`src/rtl/mem_access_unit.sv`:
```
// mem_access_unit: MEM-stage data-memory access unit for the 5-stage MIPS pipeline.
//
// Turns the decoder's memory control bus plus the ALU address into a byte-lane
// req/ack request, formats load data (sign/zero extension) and stalls the
// upstream stages until memory acknowledges.
//
// Optional feature macro: MEM_MISALIGN_TRAP_EN
//   defined   - misaligned accesses issue no request; a one-cycle o_misalign
//               entry carrying the faulting address is produced instead.
//   undefined - o_misalign is tied 0; low address bits are dropped.
//
// Ports:
//   i_clk, i_rst            clock (rising edge), synchronous active-low reset
//   i_valid                 EX/MEM entry valid
//   i_ctrl_mem_bus          [SB, SH, LB, LH, Unsigned, BNEQ, Branch, MemRead, MemWrite]
//   i_ctrl_wb_bus           [RegWrite, MemtoReg], forwarded to MEM/WB
//   i_addr, i_store_data    ALU result / effective address, rt store value
//   i_rd_addr               destination register
//   o_mem_req/we/addr/      data-memory request (word-aligned address,
//   wdata/be                lane-replicated data, little-endian byte enables)
//   i_mem_ack, i_mem_rdata  one-cycle completion strobe and read word
//   o_stall                 combinational freeze of IF/ID/EX
//   o_valid, o_ctrl_wb_bus, MEM/WB entry
//   o_result, o_rd_addr
//   o_misalign              misaligned-access flag
module mem_access_unit #(
  parameter int unsigned NB_DATA    = 32,
  parameter int unsigned NB_CTRL_M  = 9,
  parameter int unsigned NB_CTRL_WB = 2,
  parameter int unsigned NB_REG     = 5
) (
  input  logic                  i_clk,
  input  logic                  i_rst,
  input  logic                  i_valid,
  input  logic [NB_CTRL_M-1:0]  i_ctrl_mem_bus,
  input  logic [NB_CTRL_WB-1:0] i_ctrl_wb_bus,
  input  logic [NB_DATA-1:0]    i_addr,
  input  logic [NB_DATA-1:0]    i_store_data,
  input  logic [NB_REG-1:0]     i_rd_addr,
  output logic                  o_mem_req,
  output logic                  o_mem_we,
  output logic [NB_DATA-1:0]    o_mem_addr,
  output logic [NB_DATA-1:0]    o_mem_wdata,
  output logic [3:0]            o_mem_be,
  input  logic                  i_mem_ack,
  input  logic [NB_DATA-1:0]    i_mem_rdata,
  output logic                  o_stall,
  output logic                  o_valid,
  output logic [NB_CTRL_WB-1:0] o_ctrl_wb_bus,
  output logic [NB_DATA-1:0]    o_result,
  output logic [NB_REG-1:0]     o_rd_addr,
  output logic                  o_misalign
);

  localparam logic [0:0] ST_IDLE = 1'b0;
  localparam logic [0:0] ST_REQ  = 1'b1;

  localparam int unsigned CTRL_SB    = 8;
  localparam int unsigned CTRL_SH    = 7;
  localparam int unsigned CTRL_LB    = 6;
  localparam int unsigned CTRL_LH    = 5;
  localparam int unsigned CTRL_UNS   = 4;
  localparam int unsigned CTRL_READ  = 1;
  localparam int unsigned CTRL_WRITE = 0;

  // Branch bits belong to the EX stage; they are deliberately not consumed here.
  logic unused_branch_bits;
  assign unused_branch_bits = ^i_ctrl_mem_bus[3:2];

  logic ctrl_sb, ctrl_sh, ctrl_lb, ctrl_lh, ctrl_uns, ctrl_rd, ctrl_wr;
  assign ctrl_sb  = i_ctrl_mem_bus[CTRL_SB];
  assign ctrl_sh  = i_ctrl_mem_bus[CTRL_SH];
  assign ctrl_lb  = i_ctrl_mem_bus[CTRL_LB];
  assign ctrl_lh  = i_ctrl_mem_bus[CTRL_LH];
  assign ctrl_uns = i_ctrl_mem_bus[CTRL_UNS];
  assign ctrl_rd  = i_ctrl_mem_bus[CTRL_READ];
  assign ctrl_wr  = i_ctrl_mem_bus[CTRL_WRITE];

  logic access;
  assign access = i_valid & (ctrl_rd | ctrl_wr);

  // State and request fields
  logic [0:0]            state_q, state_d;
  logic [NB_DATA-1:0]    addr_q, addr_d;
  logic                  we_q, we_d;
  logic [3:0]            be_q, be_d;
  logic [NB_DATA-1:0]    wdata_q, wdata_d;
  logic                  load_q, load_d;
  logic                  lb_q, lb_d;
  logic                  lh_q, lh_d;
  logic                  uns_q, uns_d;
  logic [NB_CTRL_WB-1:0] pend_wb_q, pend_wb_d;
  logic [NB_REG-1:0]     pend_rd_q, pend_rd_d;

  // MEM/WB outputs
  logic                  valid_q, valid_d;
  logic [NB_CTRL_WB-1:0] wb_q, wb_d;
  logic [NB_DATA-1:0]    result_q, result_d;
  logic [NB_REG-1:0]     rd_q, rd_d;

  // Store lane selection; SB takes priority over SH, reads enable all lanes.
  logic [3:0]         be_new;
  logic [NB_DATA-1:0] wdata_new;
  always_comb begin
    if (ctrl_sb) begin
      be_new    = 4'b0001 << i_addr[1:0];
      wdata_new = {4{i_store_data[7:0]}};
    end else if (ctrl_sh) begin
      be_new    = i_addr[1] ? 4'b1100 : 4'b0011;
      wdata_new = {2{i_store_data[15:0]}};
    end else begin
      be_new    = 4'b1111;
      wdata_new = i_store_data;
    end
    if (!ctrl_wr) begin
      be_new = 4'b1111;
    end
  end

`ifdef MEM_MISALIGN_TRAP_EN
  logic misalign_q, misalign_d;
  logic misaligned;
  always_comb begin
    if (ctrl_wr) begin
      misaligned = ctrl_sb ? 1'b0 : (ctrl_sh ? i_addr[0] : (i_addr[1:0] != 2'b00));
    end else begin
      misaligned = ctrl_lb ? 1'b0 : (ctrl_lh ? i_addr[0] : (i_addr[1:0] != 2'b00));
    end
  end
`endif

  // Load formatting from the latched address and size/sign fields.
  logic [7:0]         lane_byte;
  logic [15:0]        lane_half;
  logic [NB_DATA-1:0] load_fmt;
  always_comb begin
    lane_byte = i_mem_rdata[7:0];
    case (addr_q[1:0])
      2'd1:    lane_byte = i_mem_rdata[15:8];
      2'd2:    lane_byte = i_mem_rdata[23:16];
      2'd3:    lane_byte = i_mem_rdata[31:24];
      default: lane_byte = i_mem_rdata[7:0];
    endcase
    lane_half = addr_q[1] ? i_mem_rdata[31:16] : i_mem_rdata[15:0];
    if (lb_q) begin
      load_fmt = {{(NB_DATA-8){lane_byte[7] & ~uns_q}}, lane_byte};
    end else if (lh_q) begin
      load_fmt = {{(NB_DATA-16){lane_half[15] & ~uns_q}}, lane_half};
    end else begin
      load_fmt = i_mem_rdata;
    end
  end

  always_comb begin
    state_d   = state_q;
    addr_d    = addr_q;
    we_d      = we_q;
    be_d      = be_q;
    wdata_d   = wdata_q;
    load_d    = load_q;
    lb_d      = lb_q;
    lh_d      = lh_q;
    uns_d     = uns_q;
    pend_wb_d = pend_wb_q;
    pend_rd_d = pend_rd_q;
    valid_d   = 1'b0;
    wb_d      = wb_q;
    result_d  = result_q;
    rd_d      = rd_q;
`ifdef MEM_MISALIGN_TRAP_EN
    misalign_d = 1'b0;
`endif
    case (state_q)
      ST_IDLE: begin
        if (access) begin
`ifdef MEM_MISALIGN_TRAP_EN
          if (misaligned) begin
            // Trap entry: no request, register write suppressed.
            valid_d    = 1'b1;
            misalign_d = 1'b1;
            wb_d       = '0;
            result_d   = i_addr;
            rd_d       = i_rd_addr;
          end else
`endif
          begin
            state_d   = ST_REQ;
            addr_d    = i_addr;
            we_d      = ctrl_wr;
            be_d      = be_new;
            wdata_d   = wdata_new;
            load_d    = ~ctrl_wr;
            lb_d      = ctrl_lb;
            lh_d      = ctrl_lh;
            uns_d     = ctrl_uns;
            pend_wb_d = i_ctrl_wb_bus;
            pend_rd_d = i_rd_addr;
          end
        end else if (i_valid) begin
          valid_d  = 1'b1;
          wb_d     = i_ctrl_wb_bus;
          result_d = i_addr;
          rd_d     = i_rd_addr;
        end
      end
      ST_REQ: begin
        if (i_mem_ack) begin
          state_d  = ST_IDLE;
          valid_d  = 1'b1;
          wb_d     = pend_wb_q;
          rd_d     = pend_rd_q;
          result_d = load_q ? load_fmt : addr_q;
        end
      end
      default: state_d = ST_IDLE;
    endcase
  end

  always_ff @(posedge i_clk) begin
    if (!i_rst) begin
      state_q   <= ST_IDLE;
      addr_q    <= '0;
      we_q      <= 1'b0;
      be_q      <= '0;
      wdata_q   <= '0;
      load_q    <= 1'b0;
      lb_q      <= 1'b0;
      lh_q      <= 1'b0;
      uns_q     <= 1'b0;
      pend_wb_q <= '0;
      pend_rd_q <= '0;
      valid_q   <= 1'b0;
      wb_q      <= '0;
      result_q  <= '0;
      rd_q      <= '0;
`ifdef MEM_MISALIGN_TRAP_EN
      misalign_q <= 1'b0;
`endif
    end else begin
      state_q   <= state_d;
      addr_q    <= addr_d;
      we_q      <= we_d;
      be_q      <= be_d;
      wdata_q   <= wdata_d;
      load_q    <= load_d;
      lb_q      <= lb_d;
      lh_q      <= lh_d;
      uns_q     <= uns_d;
      pend_wb_q <= pend_wb_d;
      pend_rd_q <= pend_rd_d;
      valid_q   <= valid_d;
      wb_q      <= wb_d;
      result_q  <= result_d;
      rd_q      <= rd_d;
`ifdef MEM_MISALIGN_TRAP_EN
      misalign_q <= misalign_d;
`endif
    end
  end

  assign o_mem_req     = (state_q == ST_REQ);
  assign o_mem_we      = we_q;
  assign o_mem_addr    = {addr_q[NB_DATA-1:2], 2'b00};
  assign o_mem_wdata   = wdata_q;
  assign o_mem_be      = be_q;
  assign o_stall       = i_rst & ((state_q == ST_REQ) | access);
  assign o_valid       = valid_q;
  assign o_ctrl_wb_bus = wb_q;
  assign o_result      = result_q;
  assign o_rd_addr     = rd_q;
`ifdef MEM_MISALIGN_TRAP_EN
  assign o_misalign    = misalign_q;
`else
  assign o_misalign    = 1'b0;
`endif

endmodule
```
`config.mk`:
```
export PLATFORM = sky130hd
export DESIGN_NAME = mem_access_unit
export DESIGN_NICKNAME = d
export VERILOG_FILES = /design/src/rtl/mem_access_unit.sv
export SDC_FILE = /design/constraint.sdc
export NUM_CORES = 1
export LEC_CHECK = 0
export CAP_MARGIN = 15
export CORE_UTILIZATION = 49
export CTS_CLUSTER_SIZE = 10
export DETAILED_ROUTE_END_ITERATION = 7
export PLACE_DENSITY = 0.86
export SLEW_MARGIN = 20
export SYNTH_ARGS = -nofsm -noshare
export SYNTH_HDL_FRONTEND = slang
export SYNTH_SLANG_ARGS = --single-unit
```
`constraint.sdc`:
```
create_clock -name i_clk -period 4.8 [get_ports i_clk]
set_input_delay 0.48 -clock i_clk [delete_from_list [all_inputs] [get_ports i_clk]]
set_output_delay 0.48 -clock i_clk [all_outputs]
set_load 0.01 [all_outputs]
```
==> results of run 1 <==
synthesized netlist by cell type, drive strengths merged (2+ instances only):
cell type / number / area [µm²]
nand2: 132 / 512
dfxtp: 121 / 2420
a21oi: 108 / 541
nor2: 60 / 225
buf: 59 / 394
o21ai: 54 / 270
clkbuf: 49 / 184
mux2i: 36 / 360
nand2b: 19 / 119
nor2b: 19 / 119
o311a: 19 / 190
a211oi: 18 / 135
a31oi: 14 / 87.6
mux2: 14 / 158
inv: 12 / 45.0
o22ai: 11 / 68.8
nand3: 10 / 50.1
o211ai: 9 / 81.3
a21bo: 8 / 80.1
a311oi: 8 / 70.1
mux4: 5 / 113
nand4b: 5 / 43.8
nor3b: 3 / 22.5
o2111ai: 3 / 26.3
a41o: 2 / 20.0
and2: 2 / 12.5
nand4: 2 / 12.5
nor3: 2 / 10.0
o32ai: 2 / 17.5
metrics by stage:
stage                     hold slack (ns)  instance area (µm²)  power, mW  utilization  setup WS [ns]
after floorplan                     0.436                 6500       1.50            -           2.86
after global routing                0.465                 9060       3.20        0.709           1.73
after global placement              0.440                 8460       1.78        0.662           1.75
after CTS                           0.453                 9060       3.08        0.709           1.94
final                               0.452                 9060       3.07        0.709           1.92
after detailed placement            0.447                 8460       1.79        0.662           1.71
cell families after synthesis:
logic type	share of synthesized area
other	0.000577
AOI/OAI and AO/OA	0.253
and+or+nand+nor	0.180
buffers and inverters	0.0965
DFF	0.373
muxes	0.0971
worst max path at each step:
stage / to / slack [ns]
finish: o_result[30] / 1.92
global route: o_result[22] / 1.73
CTS: o_result[30] / 1.94
detailed placement: o_result[28] / 1.71
global placement: o_result[26] / 1.75
floorplan: o_result[18] / 2.86
final cells by class:
class	count	area (µm²)	area share
Clock buffer	24	512	0.0565
Clock inverter	7	88.8	0.00981
Sequential cell	121	2430	0.268
Multi-Input combinational cell	579	3460	0.382
Tap cell	172	215	0.0238
Timing Repair Buffer	231	2300	0.254
Inverter	13	48.8	0.00539
per-layer routing:
layer  vias up  share of wire  global-route usage
met4         0          0.021               0.105
met1      3094           0.39               0.374
met2       355           0.48               0.496
met3        36           0.11               0.114
li1       3149              -                   -
met5         -              0                   0
cell usage in the layout (no fill, tap or decap), types with 10 or more instances in the layout:
cell type and n:
dfxtp_1 119, a21oi_1 108, inv_1 11, o21ai_0 54, a211oi_1 18, nor2b_1 18
clkbuf_16 17, mux2i_1 36, a31oi_1 14, mux2_2 14, o311a_1 19, nand3_1 10
nor2_1 60, o22ai_1 11, clkdlybuf4s50_1 222, nand2_1 131, nand2b_1 18
power by group through the flow:
| stage | logic (mW) | clock network [mW] | registers (mW) |
|---|---|---|---|
| floorplan | 0.336 | 0 | 1.16 |
| global placement | 0.607 | 0 | 1.17 |
| detailed placement | 0.615 | 0 | 1.18 |
| CTS | 0.622 | 1.30 | 1.15 |
| global route | 0.677 | 1.36 | 1.17 |
| finish | 0.625 | 1.29 | 1.16 |
sequential cells by signal (all words and copies together) (netlist names), 2 cells and up:
register	count
o_ctrl_wb_bus	2
o_mem_be	4
pend_rd_q	5
o_rd_addr	5
pend_wb_q	2
o_mem_wdata	32
addr_q	32
o_result	32
tightest hold or removal path: cells and delay by family (launching register included):
kind	cells	cell delay, ns
flip-flops	1	0.31
AND/OR/NAND/NOR	1	0.05
AO/OA/AOI/OAI	1	0.05
==> flow_metrics.tcl, run 1 <==
set metrics [dict create \
    power.switching_mw 0.823 \
    io_buffers 222 \
    cp_cell_sequence "nand2_1 > nand2_8 > o211ai_4 > o311a_1" \
    cp.arrival_ns 3.18 \
    diodes 0 \
    viasPerCell 5.78 \
    p_sw_frac 0.268 \
    ys_warn_count 0 \
    ff2ff_setup_slack_ns 1.92 \
    hold_violations 0 \
    route.vias.total 6634 \
    post_cts_buffers 0 \
    pin_count 228 \
    min_from "o_mem_wdata[25]" \
    dp_hpwl_um 13600 \
    power_frac_clock 0.420 \
    period_share 0.599 \
    regToRegEndpoint "o_result[30]" \
    startpoint_type "flip-flop" \
    root_buffer "clkbuf_16" \
    crit_slowest_cell "dfxtp_4" \
    cts.sinks 121 \
    cp.required_ns 5.10 \
    grt_pass1_vias 5951 \
    cts.clk_slew.worst_paths_ns 0.06 \
    min_period_ns 2.88 \
    drc 0 \
    cts_tree "yes" \
    holdPathStages 2 \
    critical_path.top_delay_family "flip-flops" \
    r2r-start "o_mem_req" \
    critPathMaxStageDelay_ns 1.00 \
    p_leak_nw 3.27 \
    cts_hold_buf 0 \
    drt-pass1-iter-count 6 \
    grt_use_total 0.306 \
    syn_area_um2 6500 \
    power.internal_mw 2.25 \
    cap_violations 0 \
    clockBufferDepth 2 \
    max_freq_ghz 0.348 \
    crit_start "o_mem_req" \
    hold_path_end "o_mem_wdata[25]" \
    ys_ff_latch 121 \
    endpoint_kind "flip-flop" \
    status "finished, final reports clean" \
    place_congestion 0.836 \
    fin_cells 1147 \
    placed_cells 1116 \
    cts.htree.levels 4 \
    final_max_slew_viol_count 0 \
    die_w_um 117 \
    crit_fanout 95 \
    async_flop_share 0 \
    maxSlewHeadroom 0.275 \
    die-area_um2 13700 \
    dr.first_iter.drc_count 799 \
    synth_cell_type_count 47 \
    criticalPathCategory "flip-flop to flip-flop" \
    cts_made_buffers 17 \
    wl_um 20800 \
    final_nets 1079 \
    crit_buf_inv 0 \
    fin_skew_ns 0.00828 \
    grt.overflow.total 0 \
    initial_core_util 0.509 \
    p_seq_frac 0.376 \
    antenna_found_initial 0 \
    synth.avg_cell_area_um2 7.93 \
    r2r_cells 4 \
    clock_latency_ns 0.42 \
    power_frac_comb 0.204 \
    synth_flop_cell "dfxtp_1" \
    core_area_um2 12800 \
    seq_area_frac_synth 0.373 \
    worst_pin_slew_ns 1.09 \
    ctsResizeCount 0 \
    grt_pass1_wl_um 31700 \
    post_drt_wl_per_cell_um 18.1 \
    ant_nets 0 \
    num_rows 41 \
    synth_edf_count 0 \
    rsz0062_at_grt "no" \
    netlist_instances 819 \
    syn_to_final_growth_pct 39.4 \
    final.setup.tns_ns 0 \
    worst_hold_path_type "flip-flop to flip-flop" \
    finalSetupViolCount 0 \
    cp.depth 4 \
    nFillCells 980 \
    grt_max_degree 96 \
    fp.dieH_um 117 \
    drive_gt1_frac 0.0769 \
    ir_drop_mv 0.203 \
    power.density_nw_per_um2 339 \
]
No activity file was read; power rests on OpenSTA's default activity.
==> inputs of run 2 (changes only) <==
--- a/config.mk
+++ b/config.mk
@@ -6,10 +6,10 @@
 export NUM_CORES = 1
 export LEC_CHECK = 0
 export CAP_MARGIN = 15
-export CORE_UTILIZATION = 49
+export CORE_UTILIZATION = 41
 export CTS_CLUSTER_SIZE = 10
 export DETAILED_ROUTE_END_ITERATION = 7
-export PLACE_DENSITY = 0.86
+export PLACE_DENSITY = 0.77
 export SLEW_MARGIN = 20
 export SYNTH_ARGS = -nofsm -noshare
 export SYNTH_HDL_FRONTEND = slang
==> constraint.sdc (replaced) <==
create_clock -name i_clk -period 2.6 [get_ports i_clk]
set_input_delay 0.26 -clock i_clk [delete_from_list [all_inputs] [get_ports i_clk]]
set_output_delay 0.26 -clock i_clk [all_outputs]
set_load 0.01 [all_outputs]
==> flow_metrics.tcl, run 2 (same netlist as run 1, synthesis figures left out) <==
set metrics [dict create \
    status "finished, final reports clean" \
    crit_slowest_cell "dfxtp_4" \
    maxSlewHeadroom 0.356 \
    antenna_found_initial 0 \
    post_drt_wl_per_cell_um 17.9 \
    critical_path.top_delay_family "compound AO/OA/AOI/OAI gates" \
    grt_pass1_vias 6223 \
    finalSetupViolCount 0 \
    die-area_um2 16400 \
    cts.clk_slew.worst_paths_ns 0.06 \
    root_buffer "clkbuf_16" \
    power.density_nw_per_um2 623 \
    fin_cells 1200 \
    ir_drop_mv 0.457 \
    viasPerCell 5.51 \
    ctsResizeCount 0 \
    startpoint_type "flip-flop" \
    cts_tree "yes" \
    cp_cell_sequence "buf_4 > nand2_1 > nand2_8 > o211ai_4 > o311a_1" \
    placed_cells 1168 \
    grt_use_total 0.266 \
    num_rows 45 \
    met2WireLength_um 10200 \
    cts_made_buffers 17 \
    cts.sinks 121 \
    worst_hold_path_type "input pin to flip-flop" \
    grt_pass1_wl_um 33700 \
    cap_violations 0 \
    wl_um 21400 \
    drive_gt1_frac 0.0900 \
    endpoint_kind "flip-flop" \
    max_freq_ghz 0.437 \
    hold_violations 0 \
    dp_hpwl_um 14800 \
    drc 0 \
    rsz0062_at_grt "no" \
    criticalPathCategory "flip-flop to flip-flop" \
    final_nets 1092 \
    clockBufferDepth 2 \
    cts_hold_buf 0 \
    final_max_slew_viol_count 0 \
    die_w_um 128 \
    cp.arrival_ns 2.59 \
    fin_skew_ns 0.00827 \
    critPathMaxStageDelay_ns 0.60 \
    final.setup.tns_ns 0 \
    io_buffers 222 \
    wl_met3_um 1960 \
    mostFrequentLayoutCell "clkdlybuf4s50_1" \
    nFillCells 1375 \
    post_cts_buffers 0 \
    cp.required_ns 2.90 \
    fp.dieH_um 128 \
    initial_core_util 0.424 \
    crit_fanout 31 \
    ant_nets 0 \
    layout_common_cells "clkdlybuf4s50_1 (222), nand2_1 (131), dfxtp_1 (119), a21oi_1 (108), nor2_1 (60)" \
    diodes 0 \
    drt-pass1-iter-count 5 \
    route.vias.total 6608 \
    grt.overflow.total 0 \
    cts.htree.levels 4 \
    dr.first_iter.drc_count 531 \
    pin_count 228 \
    period_share 0.879 \
    dr.max_layer_used "met4" \
    crit_buf_inv 1 \
    routedLengthMet1_um 8910 \
    p_leak_nw 3.32 \
    min_period_ns 2.29 \
    worst_pin_slew_ns 0.966 \
    clock_latency_ns 0.42 \
    core_area_um2 15300 \
    place_congestion 0.838 \
    syn_to_final_growth_pct 41.8 \
    grt_max_degree 86 \
]
## run 2: cell count changes in the layout (fill, tap and decap cells not counted)
cell / previous run / this run
buf_4: 8 / 21
bufinv_16: 2 / 3
clkbuf_8: 6 / 2
clkinvlp_4: 0 / 3
inv_4: 0 / 1
## run 2: stage by stage
stage	utilization	setup WS (ns)	total power, mW	instance area [µm²]	hold slack [ns]
3_3_place_gp	0.562	0.110	3.32	8600	0.441
3_5_place_dp	0.562	0.0721	3.33	8600	0.449
6_report	0.601	0.314	5.74	9210	0.390
2_1_floorplan	-	0.808	2.76	6500	0.350
4_1_cts	0.601	0.300	5.76	9210	0.381
5_1_grt	0.601	0.180	5.97	9210	0.407
## run 2: worst min-delay path, cell delays in order
cell,delay (ns)
clkdlybuf4s50_1,0.39
nand2_1,0.05
a21oi_1,0.05
## run 2: final timing paths
check / start / end / slack [ns] / depth (start not counted)
min reg2reg: pend_rd_q[1] / pend_rd_q[1] / 0.46 / 2
max reg2reg: o_mem_req / o_result[21] / 0.31 / 5
max: o_mem_req / o_result[21] / 0.31 / 5
min: i_ctrl_mem_bus[6] / lb_q / 0.39 / 3
## run 2: routing by layer
layer	GRT usage	up-vias
met1	0.325	3092
met3	0.0806	25
met5	0	-
met4	0.0692	0
li1	-	3173
met2	0.455	318
## run 2: power breakdown
part           total (mW)  switching (mW)  internal, mW
Combinational        1.19           0.572         0.621
Clock                2.43           0.881          1.55
Sequential           2.11           0.121          1.99
## run 2: cell type report
class                           count  area (µm²)  share of cell area
Inverter                           13        48.8             0.00530
Multi-Input combinational cell    579        3460               0.376
Clock inverter                     12         148              0.0160
Timing Repair Buffer              244        2400               0.261
Tap cell                          211         264              0.0287
Clock buffer                       20         457              0.0496
Sequential cell                   121        2430               0.264
==> inputs of run 3 (changes only) <==
--- a/config.mk
+++ b/config.mk
@@ -5,7 +5,7 @@
 export SDC_FILE = /design/constraint.sdc
 export NUM_CORES = 1
 export LEC_CHECK = 0
-export CAP_MARGIN = 15
+export CORE_ASPECT_RATIO = 1.4
 export CORE_UTILIZATION = 41
 export CTS_CLUSTER_SIZE = 10
 export DETAILED_ROUTE_END_ITERATION = 7
==> flow_metrics.tcl, run 3 (same netlist as run 1, synthesis figures left out) <==
set metrics [dict create \
    grt_pass1_wl_um 31200 \
    startpoint_type "flip-flop" \
    wl_um 20700 \
    grt_use_total 0.250 \
    grt_pass1_vias 5984 \
    die-area_um2 16400 \
    layout_common_cells "clkdlybuf4s50_1 (222), nand2_1 (131), dfxtp_1 (119), a21oi_1 (108), nor2_1 (60)" \
    worst_hold_path_type "input pin to flip-flop" \
    ctsResizeCount 0 \
    clockBufferDepth 2 \
    min_period_ns 2.29 \
    post_drt_wl_per_cell_um 17.5 \
    met2WireLength_um 10400 \
    power_frac_clock 0.406 \
    hold_path_end "lb_q" \
    critPathMaxStageDelay_ns 0.47 \
    final_max_slew_viol_count 0 \
    fin_skew_ns 0.0160 \
    drc 1 \
    routedLengthMet1_um 7980 \
    ff2ff_setup_slack_ns 0.31 \
    grt.overflow.total 0 \
    post_cts_buffers 0 \
    ant_nets 0 \
    cts.clk_slew.worst_paths_ns 0.05 \
    initial_core_util 0.418 \
    cap_violations 0 \
    die_w_um 108 \
    final_util 0.590 \
    cp.arrival_ns 2.57 \
    cts.sinks 121 \
    status "finished with violations" \
    final.setup.tns_ns 0 \
    dp_hpwl_um 14700 \
    drive_gt1_frac 0.0892 \
    final_nets 1090 \
    drt-pass1-iter-count 7 \
    power_frac_comb 0.217 \
    cts_tree "yes" \
    power.internal_mw 3.95 \
    dr.max_layer_used "met4" \
    syn_to_final_growth_pct 41.1 \
    worst_pin_slew_ns 0.979 \
    diodes 0 \
    nFillCells 1395 \
    period_share 0.879 \
    power.density_nw_per_um2 607 \
    cp.required_ns 2.89 \
    rsz0062_at_grt "no" \
    num_rows 54 \
    holdPathStages 3 \
    io_buffers 222 \
    pin_count 228 \
    fp.dieH_um 151 \
    r2r-start "o_mem_req" \
    root_buffer "clkbuf_16" \
    crit_slowest_cell "buf_4" \
    viasPerCell 5.50 \
    power.switching_mw 1.62 \
    core_area_um2 15500 \
    cts_hold_buf 0 \
    min_from "i_ctrl_mem_bus[6]" \
    p_seq_frac 0.377 \
    cts_made_buffers 17 \
    max_freq_ghz 0.437 \
    criticalPathCategory "flip-flop to flip-flop" \
    wl_met3_um 1600 \
    clock_latency_ns 0.42 \
    cp_cell_sequence "buf_4 > nand2_1 > nand2_8 > o211ai_4 > o311a_1" \
    place_congestion 0.832 \
    finalSetupViolCount 0 \
    route.vias.total 6509 \
    critical_path.top_delay_family "simple AND/OR/NAND/NOR gates" \
    dr.first_iter.drc_count 391 \
    endpoint_kind "flip-flop" \
    regToRegEndpoint "o_result[23]" \
    hold_violations 0 \
    mostFrequentLayoutCell "clkdlybuf4s50_1" \
    power_mw 5.57 \
    p_sw_frac 0.291 \
    ir_drop_mv 0.355 \
    violations "DRC" \
    crit_buf_inv 1 \
    p_leak_nw 3.29 \
    antenna_found_initial 0 \
    cts.htree.levels 4 \
    grt_max_degree 86 \
    maxSlewHeadroom 0.347 \
    r2r_cells 5 \
    crit_fanout 54 \
]
-- run 3: changes by cell type in the layout (fill, tap and decap cells not counted), sizes merged --
cell / delta
clkinvlp: +2
buf: -2
bufinv: -2
clkbuf: -3
inv: +3
-- run 3: worst min-delay path, delay by kind of cell --
kind            cells  cell delay, ns
simple gates        1            0.05
buf+inv             1            0.39
compound gates      1            0.05
-- run 3: how the worst max path moves through the flow --
stage / startpoint / slack, ns / endpoint / cells past startpoint
2_1_floorplan: o_mem_req / 0.81 / o_result[18] / 6
3_3_place_gp: i_ctrl_mem_bus[0] / 0.1 / o_result[27] / 5
3_5_place_dp: i_ctrl_mem_bus[0] / 0.08 / o_result[27] / 5
4_1_cts: o_mem_req / 0.33 / o_result[30] / 5
5_1_grt: o_mem_req / 0.16 / o_result[1] / 6
6_report: o_mem_req / 0.31 / o_result[23] / 5
-- run 3: layer usage --
metal / GRT usage / up-vias
met5: 0 / -
met4: 0.116 / 0
met3: 0.0813 / 46
met2: 0.429 / 253
met1: 0.279 / 3031
li1: - / 3179
-- run 3: power groups by stage --
stage | Sequential (mW) | Combinational, mW | Clock, mW
global route | 2.12 | 1.31 | 2.39
global placement | 2.13 | 1.19 | 0
detailed placement | 2.14 | 1.20 | 0
CTS | 2.10 | 1.21 | 2.29
floorplan | 2.14 | 0.620 | 0
finish | 2.10 | 1.21 | 2.26
-- run 3: cell type report --
class / instances / area (µm²) / area share
sequential: 121 / 2430 / 0.265
tap: 196 / 245 / 0.0268
clock buffer: 17 / 425 / 0.0464
multi-input combinational: 579 / 3460 / 0.378
timing repair buffer: 242 / 2410 / 0.263
inverter: 13 / 48.8 / 0.00532
clock inverter: 15 / 143 / 0.0156
-- run 3: through the flow --
step / cell area, µm² / setup WS (ns) / std cells / hold slack [ns]
finish: 9160 / 0.314 / 1183 / 0.403
global route: 9160 / 0.156 / 1183 / 0.417
CTS: 9160 / 0.331 / 1183 / 0.391
detailed placement: 8600 / 0.0843 / 1151 / 0.448
global placement: 8600 / 0.0996 / 1151 / 0.441
floorplan: 6500 / 0.808 / 821 / 0.350
